## config.mk

```make
export PLATFORM = sky130hd
export DESIGN_NAME = fpdivsqrt_req_arbiter
export DESIGN_NICKNAME = d
export VERILOG_FILES = /design/src/rtl/fpdivsqrt_req_arbiter.sv
export SDC_FILE = /design/constraint.sdc
export NUM_CORES = 1
export LEC_CHECK = 0
export BUFFER_PORTS_ARGS = -buffer_cell sky130_fd_sc_hd__buf_4
export CORE_AREA = 3 3 213 215
export DETAILED_ROUTE_END_ITERATION = 10
export DIE_AREA = 0 0 216 218
export GPL_TIMING_DRIVEN = 0
export PLACE_DENSITY_LB_ADDON = 0.12
export SLEW_MARGIN = 5
export SYNTH_ARGS = -nofsm -noshare
export SYNTH_HDL_FRONTEND = slang
export SYNTH_SLANG_ARGS = --single-unit
```

## constraint.sdc

```tcl
create_clock -name clk -period 2.5 [get_ports clk]
set_input_delay 0.5 -clock clk [delete_from_list [all_inputs] [get_ports clk]]
set_output_delay 0.5 -clock clk [all_outputs]
set_load 0.01 [all_outputs]
```

## src/rtl/fpdivsqrt_req_arbiter.sv

```systemverilog
// Round-robin front end sharing one non-pipelined fp div/sqrt unit between NUM_REQ requesters.
// One operation in flight; the result is held until its owner accepts it or the owner flushes.
module fpdivsqrt_req_arbiter #(
    parameter int unsigned NUM_REQ = 2,
    parameter int unsigned ID_W    = (NUM_REQ > 1) ? $clog2(NUM_REQ) : 1
) (
    input  logic                  clk,
    input  logic                  rst,
    input  logic [NUM_REQ-1:0]    req_valid_i,
    output logic [NUM_REQ-1:0]    req_ready_o,
    input  logic [2*NUM_REQ-1:0]  req_fp_format_i,
    input  logic [NUM_REQ-1:0]    req_is_fdiv_i,
    input  logic [64*NUM_REQ-1:0] req_opa_i,
    input  logic [64*NUM_REQ-1:0] req_opb_i,
    input  logic [3*NUM_REQ-1:0]  req_rm_i,
    input  logic [NUM_REQ-1:0]    req_flush_i,
    output logic [NUM_REQ-1:0]    rsp_valid_o,
    input  logic [NUM_REQ-1:0]    rsp_ready_i,
    output logic [63:0]           rsp_res_o,
    output logic [4:0]            rsp_fflags_o,
    output logic                  div_start_valid_o,
    input  logic                  div_start_ready_i,
    output logic                  div_flush_o,
    output logic [1:0]            div_fp_format_o,
    output logic                  div_is_fdiv_o,
    output logic [63:0]           div_opa_o,
    output logic [63:0]           div_opb_o,
    output logic [2:0]            div_rm_o,
    input  logic                  div_finish_valid_i,
    output logic                  div_finish_ready_o,
    input  logic [63:0]           div_res_i,
    input  logic [4:0]            div_fflags_i,
    output logic                  busy_o
);

    typedef enum logic [1:0] {S_IDLE, S_ISSUE, S_WAIT, S_RESP} state_e;

    state_e          state_q, state_d;
    logic [ID_W-1:0] rr_q, rr_d;
    logic [ID_W-1:0] owner_q, owner_d;
    logic [1:0]      fmt_q, fmt_d;
    logic            fdiv_q, fdiv_d;
    logic [63:0]     opa_q, opa_d;
    logic [63:0]     opb_q, opb_d;
    logic [2:0]      rm_q, rm_d;
    logic [63:0]     res_q, res_d;
    logic [4:0]      ff_q, ff_d;

    logic [NUM_REQ-1:0] eligible;
    logic               gfound;
    logic [ID_W-1:0]    gidx;
    logic [ID_W-1:0]    cand;
    logic [ID_W-1:0]    next_owner;
    logic               owner_flush;

    logic [1:0]  fmt_a  [NUM_REQ];
    logic [63:0] opa_a  [NUM_REQ];
    logic [63:0] opb_a  [NUM_REQ];
    logic [2:0]  rm_a   [NUM_REQ];

    function automatic logic [ID_W-1:0] wrap_idx(input int unsigned v);
        return ID_W'((v >= NUM_REQ) ? (v - NUM_REQ) : v);
    endfunction

    always_comb begin
        for (int unsigned i = 0; i < NUM_REQ; i++) begin
            fmt_a[i] = req_fp_format_i[2*i +: 2];
            opa_a[i] = req_opa_i[64*i +: 64];
            opb_a[i] = req_opb_i[64*i +: 64];
            rm_a[i]  = req_rm_i[3*i +: 3];
        end
    end

    // Scan starting at rr_q so the requester after the last owner wins ties.
    always_comb begin
        eligible = req_valid_i & ~req_flush_i;
        gfound   = 1'b0;
        gidx     = '0;
        cand     = '0;
        for (int unsigned i = 0; i < NUM_REQ; i++) begin
            cand = wrap_idx(32'(rr_q) + i);
            if (!gfound && eligible[cand]) begin
                gfound = 1'b1;
                gidx   = cand;
            end
        end
    end

    assign next_owner  = (owner_q == ID_W'(NUM_REQ - 1)) ? '0 : owner_q + 1'b1;
    assign owner_flush = req_flush_i[owner_q];

    always_comb begin
        state_d            = state_q;
        rr_d               = rr_q;
        owner_d            = owner_q;
        fmt_d              = fmt_q;
        fdiv_d             = fdiv_q;
        opa_d              = opa_q;
        opb_d              = opb_q;
        rm_d               = rm_q;
        res_d              = res_q;
        ff_d               = ff_q;
        req_ready_o        = '0;
        rsp_valid_o        = '0;
        div_start_valid_o  = 1'b0;
        div_finish_ready_o = 1'b0;
        div_flush_o        = 1'b0;

        unique case (state_q)
            S_IDLE: begin
                if (gfound) begin
                    req_ready_o[gidx] = 1'b1;
                    owner_d           = gidx;
                    fmt_d             = fmt_a[gidx];
                    fdiv_d            = req_is_fdiv_i[gidx];
                    opa_d             = opa_a[gidx];
                    opb_d             = opb_a[gidx];
                    rm_d              = rm_a[gidx];
                    state_d           = S_ISSUE;
                end
            end
            S_ISSUE: begin
                if (owner_flush) begin
                    div_flush_o = 1'b1;
                    rr_d        = next_owner;
                    state_d     = S_IDLE;
                end else begin
                    div_start_valid_o = 1'b1;
                    if (div_start_ready_i) state_d = S_WAIT;
                end
            end
            S_WAIT: begin
                // A flush takes priority over a same-cycle finish; the divider discards its result.
                if (owner_flush) begin
                    div_flush_o = 1'b1;
                    rr_d        = next_owner;
                    state_d     = S_IDLE;
                end else begin
                    div_finish_ready_o = 1'b1;
                    if (div_finish_valid_i) begin
                        res_d   = div_res_i;
                        ff_d    = div_fflags_i;
                        state_d = S_RESP;
                    end
                end
            end
            S_RESP: begin
                if (owner_flush) begin
                    rr_d    = next_owner;
                    state_d = S_IDLE;
                end else begin
                    rsp_valid_o[owner_q] = 1'b1;
                    if (rsp_ready_i[owner_q]) begin
                        rr_d    = next_owner;
                        state_d = S_IDLE;
                    end
                end
            end
            default: state_d = S_IDLE;
        endcase

        if (rst) begin
            req_ready_o = '0;
            div_flush_o = 1'b0;
        end
    end

    always_ff @(posedge clk) begin
        if (rst) begin
            state_q <= S_IDLE;
            rr_q    <= '0;
            owner_q <= '0;
            fmt_q   <= '0;
            fdiv_q  <= 1'b0;
            opa_q   <= '0;
            opb_q   <= '0;
            rm_q    <= '0;
            res_q   <= '0;
            ff_q    <= '0;
        end else begin
            state_q <= state_d;
            rr_q    <= rr_d;
            owner_q <= owner_d;
            fmt_q   <= fmt_d;
            fdiv_q  <= fdiv_d;
            opa_q   <= opa_d;
            opb_q   <= opb_d;
            rm_q    <= rm_d;
            res_q   <= res_d;
            ff_q    <= ff_d;
        end
    end

    assign div_fp_format_o = fmt_q;
    assign div_is_fdiv_o   = fdiv_q;
    assign div_opa_o       = opa_q;
    assign div_opb_o       = opb_q;
    assign div_rm_o        = rm_q;
    assign rsp_res_o       = res_q;
    assign rsp_fflags_o    = ff_q;
    assign busy_o          = (state_q != S_IDLE);

endmodule

```

Word level (Yosys, flattened, before mapping)

Cells that the tools add are included.

Add/sub/neg operators: 4
Multipliers: 0
Divide/modulo/power cells: 0
Order comparisons: 9
Equality and inequality tests: 8
Shift operators: 0
Mux-type cells: 56
Bitwise operators: 4
Reductions and logical operators: 12

Operators by type and width:

| cell                                                                    | count |
|---|---|
| 64-bit two-way mux                                                      | 6 |
| 2-bit two-way mux                                                       | 15 |
| 1-bit two-way mux                                                       | 28 |
| 3-bit two-way mux                                                       | 3 |
| 3-bit inequality test, second input constant                            | 3 |
| 1-bit by 2-bit < comparator with 1-bit output, second input constant    | 4 |
| 2-bit case mux with 4 select lines                                      | 1 |
| 3-bit AND reduction                                                     | 2 |
| 2-bit == test, second input constant                                    | 2 |
| 2-bit >= comparator, second input constant                              | 2 |
| 4-bit AND reduction                                                     | 1 |
| 2-bit nonzero test                                                      | 2 |
| 1-bit logical AND                                                       | 3 |
| 1-bit by 1-bit adder with 2-bit output, second input constant           | 1 |
| 2-bit bitwise AND                                                       | 1 |
| 1-bit demux with 1-bit select                                           | 2 |
| 2-bit by 1-bit == test with 1-bit output, second input constant         | 1 |
| 1-bit >= comparator, second input constant                              | 2 |
| 1-bit by 2-bit >= comparator with 1-bit output, second input constant   | 1 |
| 2-bit zero test                                                         | 1 |
| 2-bit by 1-bit inequality test with 1-bit output, second input constant | 1 |
| 2-bit inequality test, second input constant                            | 1 |
| 1-bit inverter with 2-bit output                                        | 1 |
| 2-bit inverter                                                          | 1 |
| other kinds (7)                                                         | 8 |

Register bits: 207
Bits in latches: 0
RAM bits: 0
Bits in read-only memories: 0
Input port bits: 347
Output and inout port bits: 211
Memories: 0

Logic depth before layout (Yosys ltp)

Gate-level depths: netlist of the first run.

Word-level depth: 15
Depth in mapped cells: 9
Mapped depth without buffers: 6

Worst setup path before layout of the first run

No wires, ideal clock.

Path type: flip-flop to output port
Start point: register state_q[0]
End point: output req_ready_o[0]
Arrival: 1439 ps
Data required time: 2000 ps
Setup slack: 561 ps
Cell stages (with the launch flop): 7
Cells stage by stage: dfxtp_1 -> inv_1 -> ha_1 -> nand3b_1 -> a211oi_1 -> buf_4 -> buf_2

Word-level cells in the longest chain between the ends: 3

Ends and longest elaborated chain:

| item                   | line | source |
|---|---|---|
| from (decl)            | 38   | `state_e state_q, state_d;` |
| from (signal assigned) | 181  | `state_q <= state_d;` |
| 2-bit zero test        | 109  | `unique case (state_q)` |
| 2-bit two-way mux      | 109  |  |
| 2-bit two-way mux      | 162  | `if (rst) begin` |
| to (decl)              | 10   | `output logic [NUM_REQ-1:0] req_ready_o,` |

No other way between the ends.

Final worst setup path of the first run

Ends and elaborated chain as after synthesis.

==> run summary, run 1 <==
The run finished with clean final reports. The synthesized area divided by synthesized cell count came out at approximately 9.7 µm². The data required time of the critical path is roughly 2.0 ns. Dividing the detail-routed via count by the number of cells gives 4.25. The arrival time of the worst setup path came out at 1.86 ns. The tree is rooted in a sky130_fd_sc_hd__clkbuf_16.

The number of antenna violations at the first check in global routing is 3. The number of DRC violations after detailed routing is 0. The tightest min-delay check is of the in -> reg type. The pin count of the biggest net entering global routing came out at 20. The count of nets left with antenna violations once routing finished came out at 0. Along the worst path, the maximum fanout reaches 7. The number of fill cells is about 4800. The number of flip-flops and latches in the synthesized netlist came out at ~210.

The overall track demand over capacity in global routing is between 15 and 20%. The hold buffer count at CTS came out at 0. The final setup violation count is 0.

The horizontal extent of the die is about 220 µm. The critical path is of the reg -> out type. The per-cell routed wire length came out at slightly below 20 µm. The number of warnings issued by yosys is 0. The slack of the critical path came out at 0.141 ns. The netlist uses 32 different library cells.

The longest clock path from root to sink contains 3 buffers. CTS built an H-tree with a depth of 1. Summed over all failing endpoints, the final setup total negative slack is 0 ns. The number of buffers created by CTS is 27. The number of global-route vias before repair is approximately 8600. Clock latency on the worst-skew pair, taken at its later pin, is approximately 0.55 ns. Routability-driven placement finished with a final weighted congestion of around 0.80. The first-pass GRT wire length came out at 56300 µm.

The period utilization came out at a little over nine tenths. The first-pass detailed-route iteration total is 9. The initial utilization of the core area, before any placement, comes to around 18%.

The final hold violation count came out at 0. The number of placement rows is 77. The top-level port count is 558. The die footprint came out at between 0.04 and 0.05 mm². For the pin with the worst max-slew slack, the measured transition is approximately 0.92 ns. Counting every instance in the synthesized netlist gives approximately 810. The final worst clock skew is roughly 0.016 ns. The growth of design area from synthesis to finish came out at 75.9%. The reported leakage power came out at approximately 6.2 nW. The CTS tree is yes. The critical path launch point type is a register. STA classifies the critical path endpoint as an output port.

For the finished layout, the period the worst path requires is around 2.4 ns. The post-layout net count came out at 1750. The post-route cell area came out at 0.0137 mm². The count of input and output buffers came out at 557. The placement-stage worst setup slack came out at -0.690 ns.

The clock sink total came out at approximately 210. The number of max-capacitance violations reported came out at 0. The power per cell area came out at ~700 mW/mm². Setup repair after global routing left no endpoint under its margin. Detailed routing inserted a total of approximately 8600 vias. The die outline height is around 220 µm. The tightest slew margin relative to the limit is between 30% and 40%. The sum of overflow across all layers after global routing came out at 0.

The total wirelength of the detailed-routed design is around 39000 µm. The highest clock rate is ~420 MHz. The portion of the post-synthesis area used by sequential elements is a little over half. Summing every instance area after synthesis gives 0.00780 mm². The fraction of final layout cells with drive strength greater than 1 is ~46%. The clock slew at the register clock pins of the worst setup and hold paths is about 0.06 ns. The peak supply drop came out at 0.408 mV.

The number of nets produced by synthesis is around 1200. The first routing iteration left 647 violations. Summing all placed instances gives a cell area of roughly 0.013 mm². The area of the core is around 0.044 mm².

The total half-perimeter wirelength after legalization and detailed placement came out at slightly above 30000 µm. The number of pins exceeding their max-slew limit in the final report was 0.
[Yosys cell counts]
cell                       number  share of area [%]
sky130_fd_sc_hd__o211a_1        1               0.13
sky130_fd_sc_hd__nor3_1         2               0.13
sky130_fd_sc_hd__nand2_1      144                6.9
sky130_fd_sc_hd__nand2b_1       1              0.080
sky130_fd_sc_hd__a22oi_1        4               0.39
sky130_fd_sc_hd__nand3b_1       2               0.19
sky130_fd_sc_hd__mux2i_2        1               0.18
sky130_fd_sc_hd__ha_1           5               0.80
sky130_fd_sc_hd__nor2b_4        1               0.18
sky130_fd_sc_hd__and3_1         1              0.080
sky130_fd_sc_hd__dfxtp_1      207                 53
sky130_fd_sc_hd__nand2b_4       1               0.18
sky130_fd_sc_hd__inv_1          4               0.19
sky130_fd_sc_hd__o211ai_1       1              0.096
sky130_fd_sc_hd__clkbuf_1      41                2.0
sky130_fd_sc_hd__and3b_1        1               0.11
sky130_fd_sc_hd__a211oi_1       1              0.096
sky130_fd_sc_hd__a21o_1         2               0.19
sky130_fd_sc_hd__a222oi_1      50                6.4
sky130_fd_sc_hd__buf_4          3               0.29
sky130_fd_sc_hd__nor2_1        54                2.6
sky130_fd_sc_hd__nor2b_1        3               0.24
sky130_fd_sc_hd__mux2_2         3               0.43
sky130_fd_sc_hd__buf_2         19                1.2
sky130_fd_sc_hd__and2_1        81                6.5
sky130_fd_sc_hd__buf_6         10                1.4
sky130_fd_sc_hd__o21ai_0        6               0.39
sky130_fd_sc_hd__nor3b_1        3               0.29
sky130_fd_sc_hd__a221o_1       80                 10
sky130_fd_sc_hd__a21oi_1       71                4.6
sky130_fd_sc_hd__o2111a_1       1               0.14
sky130_fd_sc_hd__nand3_1        2               0.13
[layout make-up]
cell class	instances	area, µm²	share of cell area [%]
clock buffers	42	822	5.99
clock inverters	8	56.3	0.411
repair buffers	565	4240	30.9
multi-input cells	522	3290	24.0
well taps	592	741	5.40
diodes	1	2.50	0.0182
flip-flops and latches	207	4150	30.2
inverters	4	17.5	0.128
plain buffers	71	398	2.90
[flip-flops by register name (all words and copies together) (netlist names)]
register,cells
rsp_fflags_o,5
rr_q,1
div_is_fdiv_o,1
div_opb_o,64
rsp_res_o,64
owner_q,1
div_rm_o,3
div_fp_format_o,2
div_opa_o,64
state_q,2
[cell usage in the layout, fill, tap and decap left out, types with 6 or more instances in the layout]
| cell type | synthesis | layout |
|---|---|---|
| sky130_fd_sc_hd__buf_4 | 3 | 567 |
| sky130_fd_sc_hd__dfxtp_1 | 207 | 205 |
| sky130_fd_sc_hd__nand2_1 | 144 | 144 |
| sky130_fd_sc_hd__and2_1 | 81 | 81 |
| sky130_fd_sc_hd__a221o_1 | 80 | 80 |
| sky130_fd_sc_hd__a21oi_1 | 71 | 70 |
| sky130_fd_sc_hd__nor2_1 | 54 | 54 |
| sky130_fd_sc_hd__a222oi_1 | 50 | 50 |
| sky130_fd_sc_hd__clkbuf_1 | 41 | 47 |
| sky130_fd_sc_hd__clkbuf_16 | 0 | 27 |
| sky130_fd_sc_hd__buf_2 | 19 | 18 |
| sky130_fd_sc_hd__clkbuf_8 | 0 | 9 |
| sky130_fd_sc_hd__buf_6 | 10 | 7 |
| sky130_fd_sc_hd__o21ai_0 | 6 | 6 |
[stage by stage]
stage	instances	hold slack (ns)	utilization, %	total power, mW
2_1_floorplan	806	0.481	-	4.60
3_3_place_gp	1955	0.443	29.0	5.79
3_5_place_dp	1955	0.447	29.0	5.78
4_1_cts	2005	0.116	31.1	9.75
5_1_grt	2012	0.152	31.2	10.1
6_report	2012	0.158	31.2	9.57
[worst max-delay path, stage by stage (launching register included)]
cell,delay (ns)
sky130_fd_sc_hd__dfxtp_2,0.33
sky130_fd_sc_hd__inv_2,0.08
sky130_fd_sc_hd__ha_4,0.15
sky130_fd_sc_hd__nand3b_1,0.14
sky130_fd_sc_hd__a211oi_4,0.33
sky130_fd_sc_hd__buf_12,0.16
sky130_fd_sc_hd__buf_4,0.12
[logic make-up (layout without fill, tap and decap cells)]
kind of cell / after synthesis / after routing / share of synthesized area [%]
AOI/OAI and AO/OA: 217 / 217 / 22.7
adders and majority gates: 5 / 5 / 0.802
buffers and inverters: 77 / 690 / 5.12
DFF: 207 / 207 / 53.2
muxes: 4 / 4 / 0.610
other: 0 / 1 / 0
and+or+nand+nor: 296 / 296 / 17.6
[routing by layer]
| layer | part of all wire [%] | routed length, µm | vias to the layer above | track usage (%) |
|---|---|---|---|---|
| li1 | - | - | 4133 | - |
| met5 | 0.069 | 27 | - | 0 |
| met3 | 10 | 3940 | 59 | 6.10 |
| met2 | 49 | 19100 | 393 | 27.1 |
| met4 | 2.6 | 1000 | 4 | 4.20 |
| met1 | 39 | 15100 | 3972 | 17.8 |
[what timing repair did]
item	CTS	global route
buffers inserted	2	6
gates resized for setup	14	4
setup endpoints to repair	93	2
pin swaps	2	3
[power breakdown]
| part | switching, mW | internal, mW |
|---|---|---|
| clock | 1.57 | 2.26 |
| sequential | 0.177 | 3.59 |
| combinational | 0.895 | 1.08 |
[path summary, 6_finish.rpt]
| kind | depth (start not counted) | from | end | slack (ns) |
|---|---|---|---|---|
| setup / recovery | 6 | state_q[0]$_SDFFE_PP0P_ | req_ready_o[0] | 0.14 |
| hold / removal | 3 | req_opa_i[20] | div_opa_o[20]$_SDFFE_PP0P_ | 0.16 |
| setup reg to reg | 8 | state_q[0]$_SDFFE_PP0P_ | div_opa_o[25]$_SDFFE_PP0P_ | 0.35 |
| hold reg to reg | 2 | rsp_res_o[52]$_SDFFE_PP0P_ | rsp_res_o[52]$_SDFFE_PP0P_ | 0.45 |
No activity file was read; power rests on OpenSTA's default activity.
==> run 2, diff against run 1 <==
Settings changed: GPL_TIMING_DRIVEN 0 to default, MAX_ROUTING_LAYER from default to met4.
==> run 2 against run 1 <==
Sequential power barely moved. Sequential share of layout area increased by 0.43 points. Power fell by 1.2%. Final cell count shrank 2.9%. Worst setup slack improved by 0.022 ns. Sequential cell count unchanged. Non-clock buffer count fell by 55. Critical endpoint unchanged. Maximum frequency grew 0.93%. Register-to-register slack about the same. Global-route usage decreased by 0.36 points. Count of clock-buffer cells in the layout fell by 3.
==> run summary, run 2 (synthesis gave the netlist of run 1 again) <==
The count of input and output buffers came to 557 (unchanged). The CTS tree is yes (unchanged). The number of global-route vias before repair came out at 8538 (was 8606). The data required time of the critical path came out at 2.00 ns (about the same). The via total after detailed routing came to 8400 (was 8561). The number of nets with antenna violations after routing came to 0 (unchanged). The count of H-tree levels built during CTS is 1 (unchanged). The clock sink total is 207 (unchanged). The number of placement rows came out at 77 (unchanged).

The count of cells along the worst hold path is 3 (unchanged). The peak supply drop came out at 0.393 mV (was 0.408 mV). The largest buffer count on any clock path is 3 (unchanged).

Critical-path cell list: inv_2, ha_2, buf_4, nand3b_1, a211oi_4, buf_6, buf_4 (was inv_2, ha_4, nand3b_1, a211oi_4, buf_12, buf_4). The fraction of final layout cells with drive strength greater than 1 is 47.0% (was 45.9%). The root buffer selected by CTS is sky130_fd_sc_hd__clkbuf_16 (unchanged). The first-pass detailed-route iteration total is 7 (was 9). The highest clock rate came out at 428 MHz (was 424 MHz). The instance count on the critical path came out at 7 (was 6). The tightest slew margin relative to the limit is 21.3% (was 38.6%). The number of fill cells came out at 4719 (was 4771). The die footprint came out at 0.0471 mm² (unchanged).

The number of buffers created by CTS is 27 (unchanged). The minimum clock period came out at 2.34 ns (was 2.36 ns). Unrepaired setup endpoints after global routing: false (unchanged).

The part of the total power dissipated in sequential elements came to 39.8% (was 39.3%). The total half-perimeter wirelength after legalization and detailed placement was 26900 µm (was 30700 µm). The post-layout net count came out at 1696 (was 1750). The sum of overflow across all layers after global routing came out at 0 (unchanged). Outcome: finished, final reports clean (unchanged). The class of the worst hold path is in -> reg (unchanged). The total wirelength of the detailed-routed design is 37300 µm (was 39200 µm). The number of antenna violations at the first check in global routing was 1 (was 3).

The final core area utilization is 30.8% (was 31.2%). The number of cells on the worst reg-to-reg path came out at 6 (was 8). The largest incremental delay on the critical path came to 0.34 ns (was 0.33 ns).

The growth of design area from synthesis to finish came out at 73.3% (was 75.9%). The final weighted congestion in routability-driven placement came out at 0.807 (was 0.798). The arrival time of the worst setup path is 1.84 ns (was 1.86 ns). The die outline height is 218 µm (unchanged). The hold buffer count at CTS came out at 0 (unchanged). The path type of the worst setup path was reg -> out (unchanged). The final total negative setup slack came out at 0 ns (unchanged).

The horizontal extent of the die came out at 216 µm (unchanged). The reported leakage power came out at 6.08 nW (was 6.19 nW). The area used by multi-input combinational logic is 0.00330 mm² (was 0.00329 mm²).

The actual transition at the worst max-transition pin is 1.18 ns (was 0.921 ns). The first-pass GRT wire length came out at 53900 µm (was 56300 µm). The critical path buffer and inverter count came out at 4 (was 3). The final setup violation count was 0 (unchanged). The number of max-capacitance violations reported came out at 0 (unchanged). The part of the total power dissipated in the clock network is 39.8% (was 40.1%). The category of the worst setup path capture point is an output port (unchanged). The slowest cell on the critical path is sky130_fd_sc_hd__dfxtp_1 (was sky130_fd_sc_hd__dfxtp_2). The switching share of power is 26.8% (was 27.6%). The number of DRC violations after detailed routing came out at 0 (unchanged). The net switching power came out at 2.54 mW (was 2.64 mW). The initial core utilization came to 17.7% (unchanged). The ratio of routed vias to standard cells was 4.30 (was 4.25).

The share of power burned in combinational logic is 20.5% (was 20.6%). The final hold violation count came out at 0 (unchanged). The power per cell area is 699 mW/mm² (was 698 mW/mm²). The number of design-rule violations left by the first detailed-router iteration is 583 (was 647). The pin count of the biggest net entering global routing came to 93 (was 20). The period utilization came to 93.5% (was 94.4%).

The clock latency reported for the late side of the worst-skew pair came out at 0.54 ns (was 0.55 ns). The dominant delay contributor by cell family on the critical path is buffers and inverters (unchanged). The clock slew at the register clock pins of the worst setup and hold paths was 0.06 ns (about the same). The top-level port count is 558 (unchanged). Commonest non-fill, non-tap cells in the layout: 573 x sky130_fd_sc_hd__buf_4, 207 x sky130_fd_sc_hd__dfxtp_1, 144 x sky130_fd_sc_hd__nand2_1 (was 567 x sky130_fd_sc_hd__buf_4, 205 x sky130_fd_sc_hd__dfxtp_1, 144 x sky130_fd_sc_hd__nand2_1). The per-cell routed wire length was 19.1 µm (was 19.5 µm). The top fanout value on the critical path came out at 4 (was 7). The most frequent standard cell in the layout excluding fill and tap cells is sky130_fd_sc_hd__buf_4 (unchanged).

The critical path launch point type is a register (unchanged). The overall track demand over capacity in global routing is 15.2% (was 15.6%). The storage element area is 0.00414 mm² (was 0.00415 mm²). The number of pins exceeding their max-slew limit in the final report was 0 (unchanged). The area of the core came out at 0.0439 mm² (unchanged).

The internal cell power is 6.91 mW (was 6.93 mW). By instance count, the cell type seen most on the critical path is sky130_fd_sc_hd__buf_4. The final worst clock skew came to 0.0146 ns (was 0.0164 ns).
==> run 2: path summary, 6_finish.rpt <==
| path | from | endpoint | slack [ns] |
|---|---|---|---|
| hold / removal | req_opa_i[28] | div_opa_o[28]$_SDFFE_PP0P_ | 0.16 |
| setup / recovery | state_q[0]$_SDFFE_PP0P_ | req_ready_o[0] | 0.16 |
| setup reg to reg | state_q[0]$_SDFFE_PP0P_ | div_opb_o[46]$_SDFFE_PP0P_ | 0.36 |
| hold reg to reg | rsp_res_o[7]$_SDFFE_PP0P_ | rsp_res_o[7]$_SDFFE_PP0P_ | 0.45 |
==> run 2: area by class of cell <==
cell class / instances / area share, %
inverters: 4 / 0.111
repair buffers: 581 / 33.0
clock inverters: 7 / 0.481
diodes: 1 / 0.0185
multi-input cells: 523 / 24.4
well taps: 592 / 5.48
flip-flops and latches: 207 / 30.7
clock buffers: 39 / 5.85
==> run 2: worst register-to-register path, stage by stage, from the launching register on <==
cell	delay, ns
sky130_fd_sc_hd__dfxtp_1	0.38
sky130_fd_sc_hd__inv_2	0.07
sky130_fd_sc_hd__ha_2	0.19
sky130_fd_sc_hd__inv_1	0.07
sky130_fd_sc_hd__a21o_2	0.14
sky130_fd_sc_hd__nor2b_2	0.94
sky130_fd_sc_hd__a221o_1	0.29
==> run 2: power by group through the flow <==
stage	logic [mW]	clock network [mW]	registers, mW
after global placement	1.95	0	3.82
final	1.94	3.76	3.76
after global routing	2.10	4.06	3.79
after floorplan	0.676	0	3.92
after CTS	1.98	3.95	3.76
after detailed placement	1.95	0	3.82
==> run 2: per-layer routing <==
layer | wire [µm] | vias up | GRT usage (%) | share of wire, %
li1 | - | 4006 | - | -
met1 | 14200 | 3975 | 17.0 | 38
met2 | 18400 | 362 | 25.8 | 49
met3 | 3570 | 57 | 5.32 | 9.6
met4 | 1130 | 0 | 4.49 | 3.0
met5 | 0 | - | - | 0
==> run 2: timing repair <==
item	in CTS	in global routing
buffers inserted	3	0
setup endpoints to repair	4	1
pin swaps	1	2
gates resized for setup	4	0
cloned	1	0
==> run 2: stage by stage <==
| stage | instances | total power, mW | setup slack [ns] | hold slack, ns | area [µm²] |
|---|---|---|---|---|---|
| CTS | 1953 | 9.68 | 0.0246 | 0.115 | 13500 |
| global placement | 1903 | 5.78 | 0.0576 | 0.443 | 12600 |
| finish | 1954 | 9.45 | 0.162 | 0.161 | 13500 |
| global route | 1954 | 9.94 | 0.0298 | 0.151 | 13500 |
| floorplan | 806 | 4.60 | 0.561 | 0.481 | 7800 |
| detailed placement | 1903 | 5.77 | 0.0203 | 0.447 | 12600 |
==> run 3, diff against run 2 <==
Settings changed: BUFFER_PORTS_ARGS -buffer_cell sky130_fd_sc_hd__buf_4 to default, DONT_BUFFER_PORTS from default to 1.
==> run 3 against run 2 <==
Final area down 30%. Global-route usage down 2.3 points. Sequential cell count unchanged. Sequential share of layout area up 13 points. Sequential power up 5.6%. Clock skew up 0.015 ns. Register-to-register slack about the same. Clock power down 1%. Core utilization down 9.2 points. Highest routed layer unchanged.
==> run summary, run 3 (synthesis gave the netlist of run 1 again) <==
The top-level port count was 558 (unchanged). The data required time of the critical path is 2.00 ns (about the same). The area used by multi-input combinational logic is 0.00330 mm² (about the same).

The number of antenna violations at the first check in global routing was 4 (was 1). The horizontal extent of the die is 216 µm (unchanged). Critical-path cell list: inv_2, ha_4, nand3b_1, a211oi_4, buf_12 (was inv_2, ha_2, buf_4, nand3b_1, a211oi_4, buf_6, buf_4).

The endpoint of the worst-slack reg-to-reg timing path is div_opb_o[3]$_SDFFE_PP0P_ (was div_opb_o[46]$_SDFFE_PP0P_). The total half-perimeter wirelength after legalization and detailed placement came out at 22500 µm (was 26900 µm). The post-layout net count came out at 1141 (was 1696).

The area of the core came out at 0.0439 mm² (unchanged). The reported leakage power was 3.33 nW (was 6.08 nW). The final non-filler cell total is 1403 (was 1954). Outcome: finished, final reports clean (unchanged). The actual transition at the worst max-transition pin came to 0.865 ns (was 1.18 ns). The number of global-route vias before repair came out at 6336 (was 8538). The hold path startpoint is rst (was req_opa_i[28]). The final hold violation count is 0 (unchanged). The total wirelength of the detailed-routed design came to 32800 µm (was 37300 µm).

The first-pass detailed-route iteration total came to 8 (was 7). The initial core utilization is 17.7% (unchanged). The placement-stage worst setup slack is 0.226 ns (was 0.0203 ns). The die outline height is 218 µm (unchanged). The CTS tree is yes (unchanged). The post-route cell area is 0.00945 mm² (was 0.0135 mm²). The arrival time of the worst setup path came out at 1.82 ns (was 1.84 ns). The first-pass GRT wire length came out at 45000 µm (was 53900 µm). The post-place instance area is 0.00838 mm² (was 0.0126 mm²).

The count of cells along the worst hold path came out at 1 (was 3). The via total after detailed routing is 6437 (was 8400). The total power of the final layout came out at 8.61 mW (was 9.45 mW). The category of the worst setup path capture point is an output port (unchanged).

The sum of overflow across all layers after global routing came to 0 (unchanged). The top fanout value on the critical path came out at 6 (was 4). The storage element area came to 0.00414 mm² (unchanged).

The count of H-tree levels built during CTS was 1 (unchanged). Unrepaired setup endpoints after global routing: false (unchanged). The minimum clock period was 2.32 ns (was 2.34 ns). The most frequent standard cell in the layout excluding fill and tap cells is sky130_fd_sc_hd__dfxtp_1 (was sky130_fd_sc_hd__buf_4). The count of input and output buffers came out at 0 (was 557). The final total negative setup slack is 0 ns (unchanged). The fraction of final layout cells with drive strength greater than 1 came out at 9.93% (was 47.0%). The number of design-rule violations left by the first detailed-router iteration is 580 (was 583). The reg2reg setup slack is 0.35 ns (was 0.36 ns).

The overall track demand over capacity in global routing came out at 12.9% (was 15.2%). Commonest non-fill, non-tap cells in the layout: 207 x sky130_fd_sc_hd__dfxtp_1, 144 x sky130_fd_sc_hd__nand2_1, 81 x sky130_fd_sc_hd__and2_1 (was 573 x sky130_fd_sc_hd__buf_4, 207 x sky130_fd_sc_hd__dfxtp_1, 144 x sky130_fd_sc_hd__nand2_1). The period utilization came out at 92.7% (was 93.5%).

The number of cells on the worst reg-to-reg path is 7 (was 6). The highest clock rate came out at 431 MHz (was 428 MHz). The critical path launch point type is a register (unchanged).

The clock slew at the register clock pins of the worst setup and hold paths was 0.06 ns (about the same). The number of pins exceeding their max-slew limit in the final report is 0 (unchanged). The number of buffers created by CTS came to 26 (was 27). The number of nets with antenna violations after routing is 0 (unchanged).

The number of DRC violations after detailed routing came out at 0 (unchanged). The final setup violation count was 0 (unchanged). The number of fill cells is 4823 (was 4719). The number of placement rows is 77 (unchanged). The path type of the worst setup path is reg -> out (unchanged). The reg-to-reg startpoint is state_q[0]$_SDFFE_PP0P_ (unchanged). The number of max-capacitance violations reported came out at 0 (unchanged). The per-cell routed wire length is 23.4 µm (was 19.1 µm). The peak supply drop is 0.431 mV (was 0.393 mV). The growth of design area from synthesis to finish came out at 21.3% (was 73.3%). The slack of the critical path is 0.182 ns (was 0.162 ns).

The clock sink total came to 207 (unchanged). The largest incremental delay on the critical path was 0.33 ns (was 0.34 ns). The largest buffer count on any clock path is 3 (unchanged).

The die footprint came to 0.0471 mm² (unchanged). The ratio of routed vias to standard cells came out at 4.59 (was 4.30). The power per cell area came out at 911 mW/mm² (was 699 mW/mm²). The pin count of the biggest net entering global routing is 83 (was 93). The slowest cell on the critical path is sky130_fd_sc_hd__dfxtp_1 (unchanged). The class of the worst hold path is in -> reg (unchanged).

The root buffer selected by CTS is sky130_fd_sc_hd__clkbuf_16 (unchanged). The clock latency reported for the late side of the worst-skew pair is 0.55 ns (was 0.54 ns). The sink of the worst hold path was rsp_res_o[32]$_SDFFE_PP0P_ (was div_opa_o[28]$_SDFFE_PP0P_). The final weighted congestion in routability-driven placement was 0.764 (was 0.807). The final worst clock skew is 0.0292 ns (was 0.0146 ns). The placed cell count is 1340 (was 1903).

The tightest slew margin relative to the limit was 42.1% (was 21.3%).
## run 3: cell count changes in the layout (fill, tap and decap cells not counted), moves of 2 or more
| cell | change |
|---|---|
| sky130_fd_sc_hd__clkbuf_8 | -3 |
| sky130_fd_sc_hd__bufbuf_16 | +2 |
| sky130_fd_sc_hd__dlygate4sd3_1 | +2 |
| sky130_fd_sc_hd__buf_4 | -558 |
| sky130_fd_sc_hd__clkbuf_1 | +2 |
| sky130_fd_sc_hd__diode_2 | +4 |
## run 3: how the worst max path moves through the flow
stage,endpoint,from,slack (ns),depth (start not counted)
floorplan,req_ready_o[0],state_q[0]$_SDFFE_PP0P_,0.56,6
global placement,div_opa_o[51]$_SDFFE_PP0P_,state_q[0]$_SDFFE_PP0P_,0.25,7
detailed placement,div_opb_o[3]$_SDFFE_PP0P_,state_q[0]$_SDFFE_PP0P_,0.23,7
CTS,req_ready_o[0],state_q[0]$_SDFFE_PP0P_,0.05,5
global route,req_ready_o[0],state_q[0]$_SDFFE_PP0P_,0.03,5
finish,req_ready_o[0],state_q[0]$_SDFFE_PP0P_,0.18,5
## run 3: final cells by class
class | count | share of cell area [%]
multi-input cells | 522 | 35.0
clock buffers | 37 | 7.74
inverters | 4 | 0.159
well taps | 592 | 7.83
repair buffers | 28 | 4.18
diodes | 5 | 0.132
flip-flops and latches | 207 | 43.8
clock inverters | 8 | 1.16
## run 3: layer usage
metal	up-vias	global-route usage (%)	share of wire (%)
met5	-	-	0
met4	0	3.61	2.7
met3	42	5.67	11
met2	382	22.1	50
met1	3097	13.5	36
li1	2916	-	-
## run 3: power breakdown
part	switching (mW)	leakage, nW	internal (mW)	total [mW]
combinational	0.502	1.23	0.435	0.936
clock	1.47	0.411	2.24	3.71
sequential	0.383	1.69	3.59	3.97
total	2.35	3.33	6.26	8.61
## run 3: what timing repair did
item,in CTS,in global routing
resized for setup,0,4
pin swaps,2,1
buffers inserted,3,3
hold buffers,3,0
gates cloned,2,2
hold endpoints to repair,82,0
setup endpoints to repair,1,19
## run 3: per-stage QoR
stage	utilization [%]	hold WS [ns]
floorplan	-	0.481
global placement	19.1	0.489
detailed placement	19.1	0.491
CTS	21.3	0.00341
global route	21.5	0.0197
finish	21.5	0.0676
## run 3: critical path, delay by kind of cell (launching register included)
kind / cells / cell delay [ns]
buf+inv: 2 / 0.30
compound gates: 1 / 0.32
fa+ha+maj: 1 / 0.16
flops: 1 / 0.33
simple gates: 1 / 0.14
